**src/rtl/audio_adc_deserializer_pkg.sv**
```systemverilog
// Shared types, state encoding and helpers for the WM8731 ADC deserializer.
package audio_pkg;

   localparam int SAMPLE_W  = 16;
   localparam int OVR_CNT_W = 8;

   typedef logic [SAMPLE_W-1:0] sample_t;

   typedef enum logic [1:0] {
      IDLE  = 2'd0,
      SKIP  = 2'd1,
      SHIFT = 2'd2,
      WAIT  = 2'd3
   } state_e;

   function automatic logic [OVR_CNT_W-1:0] sat_inc(input logic [OVR_CNT_W-1:0] v);
      return (v == {OVR_CNT_W{1'b1}}) ? v : v + {{(OVR_CNT_W-1){1'b0}}, 1'b1};
   endfunction

endpackage

```
**src/rtl/audio_adc_deserializer_sync_edge.sv**
```systemverilog
// N-stage synchronizer for one asynchronous codec line, with a history flop
// that turns the synchronized level into rise/fall/toggle strobes.
module audio_sync_edge #(
   parameter int STAGES = 2
) (
   input  logic clk_i,
   input  logic rst_i,
   input  logic d_i,
   output logic sync_o,
   output logic rise_o,
   output logic fall_o,
   output logic toggle_o
);

   logic [STAGES-1:0] sync_q;
   logic              hist_q;

   // Synchronizer chain followed by the history flop.
   always_ff @(posedge clk_i or posedge rst_i) begin
      if (rst_i) begin
         sync_q <= {STAGES{1'b0}};
         hist_q <= 1'b0;
      end else begin
         sync_q <= {sync_q[STAGES-2:0], d_i};
         hist_q <= sync_q[STAGES-1];
      end
   end

   assign sync_o   = sync_q[STAGES-1];
   assign rise_o   = sync_q[STAGES-1] & ~hist_q;
   assign fall_o   = ~sync_q[STAGES-1] & hist_q;
   assign toggle_o = sync_q[STAGES-1] ^ hist_q;

endmodule

```
**src/rtl/audio_adc_deserializer.sv**
```systemverilog
// I2S / left-justified stereo deserializer for the WM8731 ADC, oversampled in
// the system clock domain, with a valid/ready frame output and sticky status.
module audio_adc_deserializer
   import audio_pkg::*;
#(
   parameter int DATA_WIDTH  = 16,
   parameter int SYNC_STAGES = 2,
   parameter int I2S_DELAY   = 1
) (
   input  logic                  clk_clk,
   input  logic                  reset_reset,
   input  logic                  enable,
   input  logic                  clear_status,
   input  logic                  audio_interface_BCLK,
   input  logic                  audio_interface_ADCLRCK,
   input  logic                  audio_interface_ADCDAT,
   output logic [DATA_WIDTH-1:0] out_left,
   output logic [DATA_WIDTH-1:0] out_right,
   output logic                  out_valid,
   input  logic                  out_ready,
   output logic                  overrun,
   output logic [OVR_CNT_W-1:0]  overrun_count,
   output logic                  frame_error
);

   localparam int     CNT_W    = $clog2(DATA_WIDTH + 1);
   localparam state_e START_ST = (I2S_DELAY == 1) ? SKIP : SHIFT;

   logic bclk_sync_s, bclk_rise_s, bclk_fall_s, bclk_tog_s;
   logic lr_sync_s, lr_rise_s, lr_fall_s, lr_edge_s;
   logic dat_sync_s, dat_rise_s, dat_fall_s, dat_tog_s;
   logic unused_s;

   audio_sync_edge #(.STAGES(SYNC_STAGES)) u_bclk (
      .clk_i(clk_clk), .rst_i(reset_reset), .d_i(audio_interface_BCLK),
      .sync_o(bclk_sync_s), .rise_o(bclk_rise_s), .fall_o(bclk_fall_s), .toggle_o(bclk_tog_s)
   );
   audio_sync_edge #(.STAGES(SYNC_STAGES)) u_lrck (
      .clk_i(clk_clk), .rst_i(reset_reset), .d_i(audio_interface_ADCLRCK),
      .sync_o(lr_sync_s), .rise_o(lr_rise_s), .fall_o(lr_fall_s), .toggle_o(lr_edge_s)
   );
   audio_sync_edge #(.STAGES(SYNC_STAGES)) u_dat (
      .clk_i(clk_clk), .rst_i(reset_reset), .d_i(audio_interface_ADCDAT),
      .sync_o(dat_sync_s), .rise_o(dat_rise_s), .fall_o(dat_fall_s), .toggle_o(dat_tog_s)
   );

   assign unused_s = ^{bclk_sync_s, bclk_fall_s, bclk_tog_s, lr_rise_s, lr_fall_s,
                       dat_rise_s, dat_fall_s, dat_tog_s};

   state_e                  state_q;
   logic                    channel_q;
   logic [CNT_W-1:0]        bit_cnt_q;
   logic [DATA_WIDTH-1:0]   shift_q;
   logic [DATA_WIDTH-1:0]   left_q;
   logic                    left_valid_q;

   logic [DATA_WIDTH-1:0]   word_s;
   logic                    ferr_s;
   logic                    done_s;
   logic                    push_s;

   logic [DATA_WIDTH-1:0]   out_left_q, out_left_d;
   logic [DATA_WIDTH-1:0]   out_right_q, out_right_d;
   logic                    out_valid_q, out_valid_d;
   logic                    overrun_q, overrun_d;
   logic [OVR_CNT_W-1:0]    ovr_cnt_q, ovr_cnt_d;
   logic                    frame_error_q, frame_error_d;

   assign word_s = {shift_q[DATA_WIDTH-2:0], dat_sync_s};

   // Capture events: framing error, word completion and frame push.
   always_comb begin
      ferr_s = 1'b0;
      done_s = 1'b0;
      if (enable) begin
         ferr_s = lr_edge_s && ((state_q == SKIP) || (state_q == SHIFT));
         done_s = (state_q == SHIFT) && bclk_rise_s && !lr_edge_s &&
                  (bit_cnt_q == CNT_W'(DATA_WIDTH - 1));
      end else begin
         ferr_s = 1'b0;
         done_s = 1'b0;
      end
      push_s = done_s && channel_q && left_valid_q;
   end

   // Capture FSM: channel alignment, bit shifting and left-word holding.
   always_ff @(posedge clk_clk or posedge reset_reset) begin
      if (reset_reset) begin
         state_q      <= IDLE;
         channel_q    <= 1'b0;
         bit_cnt_q    <= {CNT_W{1'b0}};
         shift_q      <= {DATA_WIDTH{1'b0}};
         left_q       <= {DATA_WIDTH{1'b0}};
         left_valid_q <= 1'b0;
      end else if (!enable) begin
         state_q      <= IDLE;
         bit_cnt_q    <= {CNT_W{1'b0}};
         shift_q      <= {DATA_WIDTH{1'b0}};
         left_valid_q <= 1'b0;
      end else if (lr_edge_s && (state_q != IDLE || enable)) begin
         // Every LRCK edge starts the new channel; mid-word it also drops the pending left word.
         channel_q <= lr_sync_s;
         bit_cnt_q <= {CNT_W{1'b0}};
         shift_q   <= {DATA_WIDTH{1'b0}};
         state_q   <= START_ST;
         if (ferr_s) begin
            left_valid_q <= 1'b0;
         end
      end else begin
         case (state_q)
            IDLE: begin
               state_q <= IDLE;
            end
            SKIP: begin
               if (bclk_rise_s) begin
                  state_q <= SHIFT;
               end
            end
            SHIFT: begin
               if (bclk_rise_s) begin
                  shift_q   <= word_s;
                  bit_cnt_q <= bit_cnt_q + CNT_W'(1);
                  if (done_s) begin
                     state_q <= WAIT;
                     if (channel_q) begin
                        left_valid_q <= 1'b0;
                     end else begin
                        left_q       <= word_s;
                        left_valid_q <= 1'b1;
                     end
                  end
               end
            end
            WAIT: begin
               state_q <= WAIT;
            end
            default: begin
               state_q <= IDLE;
            end
         endcase
      end
   end

   // Output handshake and sticky status; a set in the same cycle beats clear_status.
   always_comb begin
      out_left_d    = out_left_q;
      out_right_d   = out_right_q;
      out_valid_d   = out_valid_q;
      overrun_d     = clear_status ? 1'b0 : overrun_q;
      ovr_cnt_d     = clear_status ? {OVR_CNT_W{1'b0}} : ovr_cnt_q;
      frame_error_d = (clear_status ? 1'b0 : frame_error_q) | ferr_s;
      if (push_s) begin
         if (!out_valid_q || out_ready) begin
            out_left_d  = left_q;
            out_right_d = word_s;
            out_valid_d = 1'b1;
         end else begin
            overrun_d = 1'b1;
            ovr_cnt_d = sat_inc(ovr_cnt_d);
         end
      end else if (out_valid_q && out_ready) begin
         out_valid_d = 1'b0;
      end else begin
         out_valid_d = out_valid_q;
      end
   end

   // Output and status registers.
   always_ff @(posedge clk_clk or posedge reset_reset) begin
      if (reset_reset) begin
         out_left_q    <= {DATA_WIDTH{1'b0}};
         out_right_q   <= {DATA_WIDTH{1'b0}};
         out_valid_q   <= 1'b0;
         overrun_q     <= 1'b0;
         ovr_cnt_q     <= {OVR_CNT_W{1'b0}};
         frame_error_q <= 1'b0;
      end else begin
         out_left_q    <= out_left_d;
         out_right_q   <= out_right_d;
         out_valid_q   <= out_valid_d;
         overrun_q     <= overrun_d;
         ovr_cnt_q     <= ovr_cnt_d;
         frame_error_q <= frame_error_d;
      end
   end

   assign out_left      = out_left_q;
   assign out_right     = out_right_q;
   assign out_valid     = out_valid_q;
   assign overrun       = overrun_q;
   assign overrun_count = ovr_cnt_q;
   assign frame_error   = frame_error_q;

endmodule

```
**config.mk**
```make
export PLATFORM = sky130hd
export DESIGN_NAME = audio_adc_deserializer
export DESIGN_NICKNAME = d
export VERILOG_FILES = /design/src/rtl/audio_adc_deserializer_pkg.sv /design/src/rtl/audio_adc_deserializer_sync_edge.sv /design/src/rtl/audio_adc_deserializer.sv
export SDC_FILE = /design/constraint.sdc
export NUM_CORES = 1
export LEC_CHECK = 0
export ABC_AREA = 1
export CORE_MARGIN = 5
export CORE_UTILIZATION = 49
export CTS_CLUSTER_DIAMETER = 150
export DETAILED_ROUTE_END_ITERATION = 16
export PLACE_DENSITY_LB_ADDON = 0.12
export SETUP_SLACK_MARGIN = 0.3
export SLEW_MARGIN = 15
export SYNTH_ARGS = -nofsm -noshare
export SYNTH_HDL_FRONTEND = slang
export SYNTH_SLANG_ARGS = --single-unit
```
**constraint.sdc**
```tcl
create_clock -name clk_clk -period 3.2 [get_ports clk_clk]
set_clock_uncertainty 0.2 [all_clocks]
set_input_delay 0.64 -clock clk_clk [delete_from_list [all_inputs] [get_ports clk_clk]]
set_output_delay 0.64 -clock clk_clk [all_outputs]
set_load 0.05 [all_outputs]
```
Yosys cells after proc, flatten, opt, wreduce, memory -nomap -nowiden:

Index checks and enable logic that the tools add are counted.

* add/subtract/negate cells: 2
* multipliers: 0
* divide/modulo/power cells: 0
* order comparisons: 0
* eq/ne operators: 13
* shifts and indexed selects: 0
* muxes and demuxes: 34
* bitwise logic cells: 6
* reductions and logical operators: 23

Operator list (count)
* two-way mux 15 bit: 4
* two-way mux 8 bit: 4
* two-way mux 5 bit: 4
* two-way mux 1 bit: 16
* != test 4 x 3 -> 1 bit (second input constant): 3
* two-way mux 2 bit: 5
* != test 3 x 1 -> 1 bit (second input constant): 3
* adder 8 x 1 -> 8 bit (second input constant): 1
* equality test 8 bit (second input constant): 1
* logical AND 1 bit: 8
* case mux 2 bit (4 select lines): 1
* AND reduction 2 bit: 4
* AND reduction 6 bit: 1
* adder 5 x 1 -> 5 bit (second input constant): 1
* equality test 5 x 4 -> 1 bit (second input constant): 1
* equality test 2 bit (second input constant): 2
* AND reduction 4 bit: 1
* nonzero test 2 bit: 2
* logical OR 1 bit: 3
* != test 3 bit (second input constant): 1
* NOT 1 bit: 3
* AND reduction 3 bit: 1
* equality test 2 x 1 -> 1 bit (second input constant): 1
* logical NOT 1 bit: 2
* other kinds (5): 5

* flip-flop bits (word level): 91
* bits in latches: 0
* memory bits (writable): 0
* ROM bits: 0
* bits of input ports: 8
* output and inout port bits: 43
* word-level logic and storage cells: 95
* memories: 0

Longest topological paths before layout:

Gate-level depths: netlist of run 1.

* word-level depth: 11
* depth in mapped cells: 11
* gate-level depth less buffers: 10

Cells and area by module:

Synthesis of run 1 repeated with hierarchy kept, for this count alone.

* cell total of the unflattened synthesis: 403
* area total of the unflattened synthesis: 3841.2 um^2

Modules (own cells, without submodules)
* audio_adc_deserializer: instances 1, cells each 376, area each 3495.9 um^2, sequential area each 2077.0 um^2
* audio_sync_edge: instances 3, cells each 9, area each 115.1 um^2, sequential area each 75.1 um^2

Worst setup path after synthesis of run 1:

Ideal clock, no wire load.

* kind: register to register
* start: reg bit_cnt_q[0]
* end: reg out_left_q[10] (netlist: out_left[10])
* setup time: 0.119 ns
* arrival time: 1.744 ns
* required time: 2.881 ns
* slack: 1.136 ns
* stages on the path, launching flop included: 12
* buffers on the path: 2
* path through: dfrtp_1 ha_1 inv_1 nor3_1 ha_1 nand3_1 nor3_4 nand2_2 buf_4 buf_6 nand2_1 nand2_1

* longest elaborated chain between the ends: 6

RTL lines
* from (decl): RTL line audio_adc_deserializer.sv:52 `logic [CNT_W-1:0] bit_cnt_q;`
* from (signal assigned): RTL line audio_adc_deserializer.sv:91 `bit_cnt_q <= {CNT_W{1'b0}};`
* from (signal assigned): RTL line audio_adc_deserializer.sv:97 `bit_cnt_q <= {CNT_W{1'b0}};`
* from (signal assigned): RTL line audio_adc_deserializer.sv:103 `bit_cnt_q <= {CNT_W{1'b0}};`
* equality test 5 x 4 -> 1 bit: RTL line audio_adc_deserializer.sv:78 `(bit_cnt_q == CNT_W'(DATA_WIDTH - 1));`
* logical AND 1 bit: RTL line audio_adc_deserializer.sv:77 `done_s = (state_q == SHIFT) && bclk_rise_s && !lr_edge_s &&`
* two-way mux 1 bit: RTL line audio_adc_deserializer.sv:75 `if (enable) begin`
* logical AND 1 bit (2 in a row): RTL line audio_adc_deserializer.sv:83 `push_s = done_s && channel_q && left_valid_q;`
* AND reduction 2 bit (no line)
* to (signal assigned): RTL line audio_adc_deserializer.sv:171 `out_left_q <= {DATA_WIDTH{1'b0}};`
* to (signal assigned): RTL line audio_adc_deserializer.sv:178 `out_left_q <= out_left_d;`
* to (decl): RTL line audio_adc_deserializer.sv:62 `logic [DATA_WIDTH-1:0] out_left_q, out_left_d;`

No other way between the ends.
A chain may end at the register's enable or synchronous reset.

Worst setup path in the final report of run 1:

* start: reg ovr_cnt_q[2] (netlist: overrun_count[2])
* end: out overrun_count[2]

RTL lines
* from (decl): RTL line audio_adc_deserializer.sv:66 `logic [OVR_CNT_W-1:0] ovr_cnt_q, ovr_cnt_d;`
* from (signal assigned): RTL line audio_adc_deserializer.sv:175 `ovr_cnt_q <= {OVR_CNT_W{1'b0}};`
* from (signal assigned): RTL line audio_adc_deserializer.sv:182 `ovr_cnt_q <= ovr_cnt_d;`
* to (decl): RTL line audio_adc_deserializer.sv:22 `output logic [OVR_CNT_W-1:0] overrun_count,`

No word-level cell between the ends.

==> results of run 1 <==
-- sequential cells by signal, indices dropped and copies added (netlist names), 2 cells and up --
| name | cells |
|---|---|
| shift_q | 15 |
| bit_cnt_q | 5 |
| u_lrck.sync_q | 2 |
| left_q | 16 |
| u_bclk.sync_q | 2 |
| overrun_count | 8 |
| u_dat.sync_q | 2 |
| out_right | 16 |
| out_left | 16 |
| state_q | 2 |
-- cell type report --
type                       instances  area [um2]
timing repair buffer              57       578.1
tap                              102       127.6
fill                             677        2978
clock buffer                      10       137.6
sequential                        91        2277
inverter                          47       180.2
multi-input combinational        267        1281
clock inverter                     6       87.58
-- cells by family (layout without fill, tap and decap cells) --
logic type | Yosys count | after routing | synth area share (%)
fa+ha+maj | 7 | 7 | 2.292
xor+xnor | 1 | 1 | 0.2292
compound gates | 76 | 76 | 10.61
flops | 91 | 91 | 59.59
buf+inv | 63 | 120 | 6.876
simple gates | 183 | 183 | 20.40
-- routing by layer --
metal  wire, um  share of wire, %  up-vias  global-route usage [%]
met4        131               1.7        0                   6.408
met1       3852                50     1366                   23.98
met3        335               4.4       12                   4.143
met2       3329                44       58                   23.45
met5          0                 0        -                       0
li1           -                 -     1459                       -
-- worst paths after layout --
| path | cells after the start | to | start |
|---|---|---|---|
| setup / recovery | 1 | overrun_count[2] | overrun_count[2] |
| setup reg to reg | 6 | shift_q[13] | state_q[0] |
| hold / removal | 0 | u_bclk.sync_q[1] | u_bclk.sync_q[0] |
| hold reg to reg | 0 | u_bclk.sync_q[1] | u_bclk.sync_q[0] |
| min in group asynchronous | 2 | out_right[14] | reset_reset |
| max in group asynchronous | 3 | out_left[9] | reset_reset |
-- per-stage QoR --
step / utilization, % / setup slack (ns) / area, um2 / hold WS (ns)
after CTS: 61.06 / 0.7476 / 4669 / 0.1570
after global routing: 61.06 / 0.6944 / 4669 / 0.1650
final: 61.06 / 0.7696 / 4669 / 0.1534
after global placement: 58.12 / 0.6329 / 4444 / 0.1338
after floorplan: - / 1.136 / 3825 / 0.1312
after detailed placement: 58.12 / 0.6303 / 4444 / 0.1370
-- layout by cell type, fill, tap and decap left out, types with 2 or more instances in the layout --
master	count
a21oi_1	19
buf_12	2
buf_4	5
bufinv_16	2
clkbuf_8	10
clkdlybuf4s50_1	50
clkinv_2	2
dfrtp_1	91
ha_1	7
inv_1	43
inv_2	2
nand2_1	112
nand3_1	33
nand4_1	3
nor2_1	23
nor3_1	7
o21ai_0	40
o21ai_1	9
o21ai_2	4
-- where the power goes --
part           total (W)  leakage [nW]  switching, W  internal [W]
Sequential       0.00117          1.25    0.00000846       0.00116
Clock           0.000860         0.117      0.000397      0.000463
Combinational  0.0000942         0.833     0.0000659     0.0000283
==> results.md, run 1 <==
- Synthesized cell area: 3821 um2
- H-tree depth: 3
- Worst path cell trace: clkdlybuf4s50_1
- Hpwl dp: 5.312 mm
- Total wire length: 7.650 mm
- Initial antenna violation count: 0
- Pin slew with the least headroom to its limit: 0.8657 ns
- RSZ-0062 raised after global routing: no
- Final Non-Filler Cells: 580
- Die width: 98.31 um
- Post-CTS setup buffers: 0
- DIE HEIGHT: 98.31 um
- Dominant cell type by area after synthesis: dfrtp_1
- Placed cell count: 564
- TritonCTS Sinks: 91
- Die area: 9664 um2
- Slew Limit Fails: 0
- First-pass GRT wire length: 12.82 mm
- Root cell of the clock tree: clkbuf_8
- Synth top cells by count: 112 x nand2_1, 91 x dfrtp_1, 44 x inv_1
- Hold Path Class: flop to flop
- Synth area leaders: dfrtp_1 60%, nand2_1 11%, o21ai_0 5.2%, inv_1 4.3%, nand3_1 4.3%
- Final setup viols: 0
- Final min period: 2.430 ns
- Endpoints failing hold: 0
- Port-buffer cells: 50
- CTS buffer count: 9
- CTS tree: built
- CP max stage delay: 0.82 ns
- Hold_buf cts: 0
- Router iterations before antenna repair: 6
- Avg WL per Cell: 13.19 um
- Setup TNS: 0 ns
- GPL Wtd Cong: 0.8449
- Vias: 2,895
- Worst Path Required: 2.36 ns
- Grt ovf: 0
- Net count, final: 488
- Via density: 4.991
- Clock tree buffer depth: 2
- Cell family with most CP delay: buffers and inverters
- Status: completed
- Vias in the first global route: 2,638
- Syn Inst Count: 421
- Initial Util: 49.97%
- Relative slew slack: 42.23%
- Max Freq: 411.5 MHz
- Clk_lat worst skew: 0.36 ns
- Post-synth top area share: 59.59%
- Initial drt markers: 148
- Total power: 0.002125 W
- Synth-to-layout area growth: 22.20%
- Final period util: 75.95%
- Post_cts resized: 0
- Final ANT Viol Nets: 0
- All-layer global routing usage: 16.39%
- Clk slew on worst S/H paths: 0.09 ns
- Synthesis Warnings: 0
- Yosys reg bits: 91
- Crit path buf inv count: 1
- Critical path class: flop to primary output
- Syn Nets: 436
- Slowest-stage cell, CP: clkdlybuf4s50_1
- Pleak: 2.198 nW
- Crit end category: primary output
- Reg2reg setup slack: 0.93 ns
- Peak fanout along the critical path: 4
- Post-Syn Area per Cell: 9.076 um2
- Antenna diodes: 0
- Critical path startpoint category: flop
- Largest net degree at the start of global routing: 54
- Max-cap viol count: 0
- Pwr/cell area: 455.1 nW/um2
- Max VDD drop: 0.2898 mV
- Io pins: 51
- Layout cells sized above 1: 7.113%
- Data arrival, critical path: 1.59 ns
- Seq/Total Area, Yosys: 59.59%
- Number of flops mapped to enable cells by yosys: 0
- # rows: 32
- Netlist cell types: 30
- Count leader, synth: nand2_1
- Residual DRC: 0
- Ys flop type: dfrtp_1
- Async set-or-reset flop fraction in the synthesized netlist: 100.0%
- Core Footprint: 7647 um2
Note: power is estimated with default switching activity, not from simulation.
==> inputs of run 2 (changes only) <==
clock period = 1.9 ns   (was 3.2 ns; I/O delays follow)
==> results.md, run 2 (same netlist as run 1, synthesis figures left out) <==
- Vias: 3,159 (was 2,895)
- First-pass GRT wire length: 14.23 mm (was 12.82 mm)
- Initial drt markers: 135 (was 148)
- Avg WL per Cell: 14.66 um (was 13.19 um)
- Vias in the first global route: 3,009 (was 2,638)
- Synth-to-layout area growth: 42.01% (was 22.20%)
- RSZ-0062 raised after global routing: yes (was no)
- Crit path buf inv count: 3 (was 1)
- P_sw: 0.0009326 W (was 0.0004714 W)
- CTS buffer count: 9 (unchanged)
- Router iterations before antenna repair: 4 (was 6)
- Internal Power: 0.002705 W (was 0.001654 W)
- Net count, final: 531 (was 488)
- Grt ovf: 0 (unchanged)
- Initial Util: 49.97% (unchanged)
- Clk_lat worst skew: 0.37 ns (was 0.36 ns)
- Critical path class: flop to flop (was flop to primary output)
- Fin util: 70.96% (was 61.06%)
- Slew Limit Fails: 0 (unchanged)
- Placed cell count: 588 (was 564)
- Slowest-stage cell, CP: dfrtp_1 (was clkdlybuf4s50_1)
- Total wire length: 9.131 mm (was 7.650 mm)
- Status: complete, but fails checks (was completed)
- Residual DRC: 0 (unchanged)
- Pin slew with the least headroom to its limit: 0.4072 ns (was 0.8657 ns)
- Final Non-Filler Cells: 623 (was 580)
- Core Footprint: 7647 um2 (unchanged)
- Crit end category: flop (was primary output)
- Worst path cell trace: ha_2 -> inv_2 -> nor3_2 -> ha_2 -> nand3_4 -> buf_4 -> buf_6 -> or2_4 -> nand2_4 -> nor2_2 -> a21oi_2 (was clkdlybuf4s50_1)
- DIE HEIGHT: 98.31 um (unchanged)
- CP max stage delay: 0.37 ns (was 0.82 ns)
- Final min period: 2.015 ns
- Final setup viols: 55 (was 0)
- Endpoints failing hold: 0 (unchanged)
- Clk slew on worst S/H paths: 0.10 ns (was 0.09 ns)
- Root cell of the clock tree: clkbuf_8 (unchanged)
- Pleak: 2.612 nW (was 2.198 nW)
- Layout cells sized above 1: 35.32% (was 7.113%)
- Clock power share: 38.9% (was 40.5%)
- Register share of total power: 54.3% (was 55.1%)
- Clock tree buffer depth: 2 (unchanged)
- Filler cells: 595 (was 677)
- All-layer global routing usage: 18.06% (was 16.39%)
- TritonCTS Sinks: 91 (unchanged)
- Die area: 9664 um2 (unchanged)
- Max Freq: 496.2 MHz
- Final ANT Viol Nets: 0 (unchanged)
- Critical path startpoint category: flop (unchanged)
- Place WS: -0.1567 ns (was 0.6303 ns)
- Peak fanout along the critical path: 4 (unchanged)
- Post-route cell area: 5426 um2 (was 4669 um2)
- Cell family with most CP delay: simple AND/OR/NAND/NOR gates (was buffers and inverters)
- Area post-placement: 4613 um2 (was 4444 um2)
- Data arrival, critical path: 2.12 ns (was 1.59 ns)
- Relative slew slack: 72.80% (was 42.23%)
- Via density: 5.071 (was 4.991)
- Antenna diodes: 0 (unchanged)
- Initial antenna violation count: 0 (unchanged)
- Most frequent cells in the layout: 88 x dfrtp_1, 84 x nand2_1, 65 x buf_4 (was 112 x nand2_1, 91 x dfrtp_1, 50 x clkdlybuf4s50_1)
- H-tree depth: 3 (unchanged)
- Commonest non-fill, non-tap cell in the layout: dfrtp_1 (was nand2_1)
- Hold_buf cts: 0 (unchanged)
- Max-cap viol count: 0 (unchanged)
- GPL Wtd Cong: 0.8337 (was 0.8449)
- Failing checks: setup timing
- Die width: 98.31 um (unchanged)
- Max VDD drop: 0.4184 mV (was 0.2898 mV)
- Comb power frac: 6.9% (was 4.4%)
- # rows: 32 (unchanged)
- Hpwl dp: 5.565 mm (was 5.312 mm)
- CTS tree: built (unchanged)
- Worst Path Required: 2.00 ns (was 2.36 ns)
- Final period util: 106.1%
- Most used cell, CP: ha_2
- Hold Path Class: primary input to async pin (was flop to flop)
- Fraction of power spent switching nets: 25.64% (was 22.18%)
- Port-buffer cells: 50 (unchanged)
- Largest net degree at the start of global routing: 49 (was 54)
- Pwr/cell area: 670.3 nW/um2 (was 455.1 nW/um2)
- Final WS setup: -0.1152 ns (was 0.7696 ns)
- Io pins: 51 (unchanged)
-- run 2: path summary, 6_finish.rpt --
path	endpoint	cells after the start	slack, ns	startpoint
min reg2reg	u_dat.sync_q[1]	0	0.15	u_dat.sync_q[0]
min in group clk_clk	u_dat.sync_q[1]	0	0.15	u_dat.sync_q[0]
min	frame_error	2	0.15	reset_reset
max in group asynchronous	shift_q[6]	3	0.82	reset_reset
max	state_q[0]	11	-0.12	bit_cnt_q[0]
max reg2reg	state_q[0]	11	-0.12	bit_cnt_q[0]
-- run 2: layout make-up --
class	count	area [um2]	area share, %
tap	102	127.6	2.352
inverter	47	190.2	3.505
clock buffer	9	123.9	2.283
sequential	91	2281	42.03
multi-input combinational	267	1577	29.05
timing repair buffer	100	1030	18.98
clock inverter	7	97.59	1.798
-- run 2: power groups by stage --
stage                     clock network, W  registers, W   logic, W
after global routing               0.00153       0.00198   0.000275
after global placement                   0       0.00201   0.000183
after CTS                          0.00143       0.00197   0.000213
after detailed placement                 0       0.00201   0.000186
after floorplan                          0       0.00202  0.0000945
final                              0.00141       0.00197   0.000249
-- run 2: worst register-to-register path: cells and delay by family, from the launching register on --
family / cells / cell delay [ns]
and+or+nand+nor: 5 / 0.58
adders and majority gates: 2 / 0.42
DFF: 1 / 0.37
buffers and inverters: 3 / 0.30
AOI/OAI and AO/OA: 1 / 0.08
-- run 2: metal layers --
metal / share of wire [%] / GRT usage [%]
met2: 50 / 27.25
met4: 1.0 / 7.038
met5: 0 / 0
met3: 4.4 / 4.214
met1: 45 / 25.40
-- run 2: per-stage QoR --
stage / TNS, ns / hold slack [ns] / total power [W]
6_report: -3.088 / 0.1540 / 0.003637
5_1_grt: -9.712 / 0.1695 / 0.003785
4_1_cts: -1.357 / 0.1477 / 0.003620
3_5_place_dp: -4.891 / 0.1347 / 0.002195
3_3_place_gp: -3.342 / 0.1324 / 0.002192
2_1_floorplan: -2.973 / 0.1312 / 0.002114
-- run 2: repair_timing --
| item | in CTS | in global routing |
|---|---|---|
| setup buffers | 5 | 8 |
| pin swaps | 7 | 8 |
| gates resized for setup | 38 | 81 |
| setup endpoints to repair | 78 | 88 |
| cloned | 2 | 4 |
